<file path="src/rtl/global_defs_pkg.sv">
// Shared definitions for the trace-driven DRAM model.
// The request queue reuses parsed_op_t and ADDRESS_WIDTH and adds its entry type.
package global_defs;

  localparam int ADDRESS_WIDTH       = 32;
  localparam int QUEUE_DEPTH_DEFAULT = 16;
  localparam int AGE_WIDTH_DEFAULT   = 16;

  typedef enum logic [1:0] {
    NOP   = 2'd0,
    READ  = 2'd1,
    WRITE = 2'd2
  } parsed_op_t;

  typedef struct packed {
    parsed_op_t                     op;
    logic [ADDRESS_WIDTH-1:0]       addr;
    logic [AGE_WIDTH_DEFAULT-1:0]   age;
  } queue_entry_t;

endpackage

</file>
<file path="src/rtl/request_queue.sv">
// In-order request buffer between the trace parser and the DRAM command scheduler.
// Each entry carries opcode, address and a saturating wait-age counter.
module request_queue
  import global_defs::*;
#(
  parameter int QUEUE_DEPTH = QUEUE_DEPTH_DEFAULT,
  parameter int AGE_WIDTH   = AGE_WIDTH_DEFAULT
) (
  input  logic                         clk,
  input  logic                         rst,
  input  logic                         in_valid,
  input  parsed_op_t                   in_op,
  input  logic [ADDRESS_WIDTH-1:0]     in_addr,
  output logic                         in_ready,
  output logic                         out_valid,
  output parsed_op_t                   out_op,
  output logic [ADDRESS_WIDTH-1:0]     out_addr,
  output logic [AGE_WIDTH-1:0]         out_age,
  input  logic                         out_ready,
  output logic [$clog2(QUEUE_DEPTH):0] count,
  output logic                         full,
  output logic                         empty
);

  localparam int PTR_W = $clog2(QUEUE_DEPTH);
  localparam int CNT_W = PTR_W + 1;
  localparam logic [CNT_W-1:0] FULL_CNT = CNT_W'(QUEUE_DEPTH);

  if (QUEUE_DEPTH < 2 || (QUEUE_DEPTH & (QUEUE_DEPTH - 1)) != 0) begin : g_bad_depth
    $error("request_queue: QUEUE_DEPTH must be a power of two, at least 2");
  end

  function automatic logic [AGE_WIDTH-1:0] sat_age_inc(input logic [AGE_WIDTH-1:0] age);
    return (&age) ? age : age + 1'b1;
  endfunction

  logic [PTR_W-1:0]         r_head;
  logic [PTR_W-1:0]         r_tail;
  logic [CNT_W-1:0]         r_count;
  parsed_op_t               r_op   [QUEUE_DEPTH];
  logic [ADDRESS_WIDTH-1:0] r_addr [QUEUE_DEPTH];
  logic [AGE_WIDTH-1:0]     r_age  [QUEUE_DEPTH];

  logic w_full;
  logic w_empty;
  logic w_push;
  logic w_pop;

  // Ready comes only from registered occupancy, so a pop never frees a slot same-cycle.
  assign w_full  = (r_count == FULL_CNT);
  assign w_empty = (r_count == '0);
  assign w_push  = in_valid && !w_full && (in_op != NOP);
  assign w_pop   = out_ready && !w_empty;

  assign in_ready  = !w_full;
  assign out_valid = !w_empty;
  assign full      = w_full;
  assign empty     = w_empty;
  assign count     = r_count;

  // Control state: pointers and occupancy
  always_ff @(posedge clk or posedge rst) begin
    if (rst) begin
      r_head  <= '0;
      r_tail  <= '0;
      r_count <= '0;
    end else begin
      if (w_push) r_tail <= r_tail + 1'b1;
      if (w_pop)  r_head <= r_head + 1'b1;
      if (w_push && !w_pop) begin
        r_count <= r_count + 1'b1;
      end else if (w_pop && !w_push) begin
        r_count <= r_count - 1'b1;
      end
    end
  end

  // Entry storage and ages; free slots also age, but are reloaded with 0 on push
  always_ff @(posedge clk) begin
    for (int i = 0; i < QUEUE_DEPTH; i++) begin
      r_age[i] <= sat_age_inc(r_age[i]);
    end
    if (w_push) begin
      r_op[r_tail]   <= in_op;
      r_addr[r_tail] <= in_addr;
      r_age[r_tail]  <= '0;
    end
  end

  always_comb begin
    out_op   = NOP;
    out_addr = '0;
    out_age  = '0;
    if (!w_empty) begin
      out_op   = r_op[r_head];
      out_addr = r_addr[r_head];
      out_age  = r_age[r_head];
    end
  end

endmodule

</file>
<file path="config.mk">
export PLATFORM = sky130hd
export DESIGN_NAME = request_queue
export DESIGN_NICKNAME = d
export VERILOG_FILES = /design/src/rtl/global_defs_pkg.sv /design/src/rtl/request_queue.sv
export SDC_FILE = /design/constraint.sdc
export NUM_CORES = 1
export LEC_CHECK = 0
export ABC_AREA = 1
export BUFFER_PORTS_ARGS = -buffer_cell sky130_fd_sc_hd__buf_4
export CAP_MARGIN = 20
export CORE_ASPECT_RATIO = 2
export CORE_UTILIZATION = 40
export DETAILED_ROUTE_END_ITERATION = 12
export PLACE_DENSITY = 0.53
export SETUP_SLACK_MARGIN = 0.05
export SYNTH_ARGS = -nofsm -noshare
export SYNTH_HDL_FRONTEND = slang
export SYNTH_SLANG_ARGS = --single-unit
</file>
<file path="constraint.sdc">
create_clock -name clk -period 6.2 [get_ports clk]
set_input_delay 1.24 -clock clk [delete_from_list [all_inputs] [get_ports clk]]
set_output_delay 1.24 -clock clk [all_outputs]
set_load 0.02 [all_outputs]
</file>
==> results_dict.tcl <==
set metrics [dict create \
    cp-endpoint "out_age[14]" \
    ir_drop_mv 0.490 \
    setup.worst_path.end_class "output port" \
    drt_pass1_iterations 7 \
    synth_async_sr_flop_share_pct 1.60 \
    timing.critical_path.mode_cell "sky130_fd_sc_hd__nand3_1" \
    cap_violations 0 \
    setup_repair_after_global_routing_missed_its_margin "false" \
    die-height_um 450 \
    timing.critical_path.cells "clkinv_8 -> buf_4 -> nand2_1 -> nand3_1 -> nand3_1 -> nand3_1 -> a21oi_1 -> buf_4" \
    cts_hold_repair.buffers 0 \
    top_layer_used "met5" \
    power.static_leakage_nw 19.4 \
    worst_slack_ns 1.05 \
    capture_instance_of_the_worst_register_to_register_path "count[4]" \
    timing.final.hold_violations 0 \
    synth_area_um2 40100 \
    setup_crit_start_kind "flop" \
    worstHoldPathType "flop to flop" \
    grtUsageTotal_pct 24.6 \
    max_clock_freq_ghz 0.194 \
    slew_limit_fails 0 \
    synth_sequential_area_ratio_pct 54.3 \
    pwr_density_cell_nw_per_um2 469 \
    synth_ff_type "sky130_fd_sc_hd__edfxtp_1" \
    row_count 164 \
    post_synth.cell_area_avg_um2 8.09 \
    netlist-cell-type-count 37 \
    cts.reportedPaths.clkPinSlew_ns 0.06 \
    detailedPlace.worstSlack_ns 1.79 \
    post-route-period-util_pct 83.1 \
    dr_total_vias 32300 \
    start_util_pct 40.3 \
    core_area_um2 99700 \
    dp.final_hpwl_mm 78.6 \
    setup_violations 0 \
    htree_levels 3 \
    synth_fp_nets 5029 \
    yosysTopAreaCell "sky130_fd_sc_hd__edfxtp_1" \
    worstSetupStartpoint "r_head[0]" \
    routed_via_density 5.07 \
    final_cell_mix "sky130_fd_sc_hd__nand2_1, sky130_fd_sc_hd__nand3_1, sky130_fd_sc_hd__inv_1" \
    max_slew_margin_pct 22.5 \
    fin_setup_tns_ns 0 \
    drt-wirelength-per-cell_um 19.4 \
    clockRootBuffer "sky130_fd_sc_hd__clkbuf_16" \
    num-nets-final 5048 \
    routed_wl_mm 124 \
    die-width_um 226 \
    synthesis.instances 4965 \
    cts_buffers 79 \
    wl_met1_mm 46.4 \
    antenna_found_initial 2 \
    setup.worst_path.class "flop to output port" \
    synth.top_cells.by_area "sky130_fd_sc_hd__edfxtp_1, sky130_fd_sc_hd__nand2_1, sky130_fd_sc_hd__dfxtp_1" \
    grt_overflow 0 \
    req_time_crit_path_ns 4.96 \
    cts-root-to-sink-buffers 3 \
    worst-slew-pin-transition_ns 1.16 \
    ff2ff_setup_slack_ns 2.77 \
    max_stage_delay_ns 0.77 \
    cp_data_arrival_time_ns 3.91 \
    wl_met3_mm 5.12 \
    run_status "finished clean" \
    number_of_flops_mapped_to_enable_cells_by_yosys 544 \
    worst_clock_skew_ns 0.0241 \
    buffer_ports.inserted 96 \
    clock_insertion_delay_worst_skew_ns 0.69 \
    drc 0 \
    worst_hold_path.num_cells 2 \
    leading_cell_type_in_the_layout_fill_and_taps_excluded "sky130_fd_sc_hd__nand2_1" \
    r2r_start "count[0]" \
    layout.core_utilization_pct 44.6 \
    cts_resized 0 \
    area.growth.synth_to_final_pct 10.9 \
    cts_tree "yes" \
    final_antenna_net_count 0 \
    largest_net_degree_at_the_start_of_global_routing 195 \
    rr_worst_depth 15 \
    drtIter0Drc 2155 \
    grt_first_pass_wirelength_mm 188 \
    met2WireLength_mm 65.2 \
    path_max_fanout 165 \
    library_cell_contributing_the_largest_single_delay_on_the_critical_path "sky130_fd_sc_hd__dfrtp_4" \
    numClockSinks 813 \
    first_global_vias 31500 \
    yosys_register_bits 813 \
    count_of_boundary_i_o_pins 97 \
    place.gp.congestion 0.973 \
    layout-drive-gt1-share_pct 6.52 \
    synth_top_cell_area_share_pct 40.7 \
    ys_warn_count 0 \
    cts_setup_buffers 0 \
    fp.dieArea_um2 102000 \
    post-route-min-period_ns 5.15 \
]
cells by family after synthesis:
| group | Yosys count | synth area share, % |
|---|---|---|
| flip-flops | 813 | 54.3 |
| adder cells (fa/ha/maj) | 26 | 0.829 |
| buffers and inverters | 904 | 8.99 |
| AND/OR/NAND/NOR | 2912 | 31.0 |
| AO/OA/AOI/OAI | 207 | 2.66 |
| XOR/XNOR | 103 | 2.25 |
worst min-delay path by stage:
stage | startpoint | slack (ns) | endpoint
detailed placement | r_age[15][0] | 0.49 | r_age[15][0]
CTS | r_age[15][0] | 0.50 | r_age[15][0]
global placement | r_age[12][1] | 0.48 | r_age[12][1]
floorplan | r_age[14][0] | 0.47 | r_age[14][0]
global route | r_age[14][0] | 0.52 | r_age[14][0]
finish | r_age[15][0] | 0.50 | r_age[15][0]
power by group:
group | internal (mW) | switching [mW] | leakage (nW)
combinational | 2.68 | 5.90 | 11.0
clock | 2.74 | 2.18 | 1.26
sequential | 6.59 | 0.803 | 7.17
cell type report:
type / count / area [um2]
repair buffers: 130 / 1030
inverters: 712 / 2700
diodes: 1 / 2.50
flip-flops and latches: 813 / 21800
well taps: 1328 / 1660
clock buffers: 112 / 2230
multi-input cells: 3248 / 14800
fillers: 9990 / 55200
clock inverters: 32 / 337
synthesized netlist by cell type, types with 6 or more instances:
library cell	number
sky130_fd_sc_hd__nor2_4	16
sky130_fd_sc_hd__nand2_2	9
sky130_fd_sc_hd__edfxtp_1	544
sky130_fd_sc_hd__ha_1	25
sky130_fd_sc_hd__inv_2	27
sky130_fd_sc_hd__o211ai_1	12
sky130_fd_sc_hd__nand2_1	1597
sky130_fd_sc_hd__dfrtp_1	13
sky130_fd_sc_hd__xnor2_1	25
sky130_fd_sc_hd__and2_1	11
sky130_fd_sc_hd__dfxtp_1	256
sky130_fd_sc_hd__a21oi_1	148
sky130_fd_sc_hd__nand4_1	66
sky130_fd_sc_hd__nand3_1	774
sky130_fd_sc_hd__inv_1	683
sky130_fd_sc_hd__xor2_1	78
sky130_fd_sc_hd__nor3_1	36
sky130_fd_sc_hd__nand2_4	10
sky130_fd_sc_hd__nor2_1	375
sky130_fd_sc_hd__buf_2	114
sky130_fd_sc_hd__clkbuf_1	50
sky130_fd_sc_hd__nor2_2	6
sky130_fd_sc_hd__buf_4	9
sky130_fd_sc_hd__o21ai_0	45
sky130_fd_sc_hd__buf_1	14
sequential cells by signal (all words and copies together) (netlist names):
name and cells:
count 5, r_addr 512, r_age 256, r_head 4
r_op 32, r_tail 4
stage by stage:
step	total power, mW	area, um2	cells	hold slack (ns)
floorplan	12.9	40100	4965	0.466
global placement	16.1	41900	6231	0.484
detailed placement	16.1	41900	6231	0.494
CTS	21.1	44500	6375	0.503
global route	22.1	44500	6376	0.522
finish	20.9	44500	6376	0.503
critical path, delay by kind of cell, from the launching register on:
| family | cells | cell delay, ns |
|---|---|---|
| and+or+nand+nor | 4 | 0.60 |
| buffers and inverters | 3 | 1.37 |
| DFF | 1 | 0.77 |
| AOI/OAI and AO/OA | 1 | 0.31 |
per-layer routing:
metal  track usage (%)  vias up
met2              45.4      820
met3              2.87      283
met1              26.8    15300
li1                  -    15900
met5                 0        -
met4              14.3        2
Power figures use the tool's default switching activity.
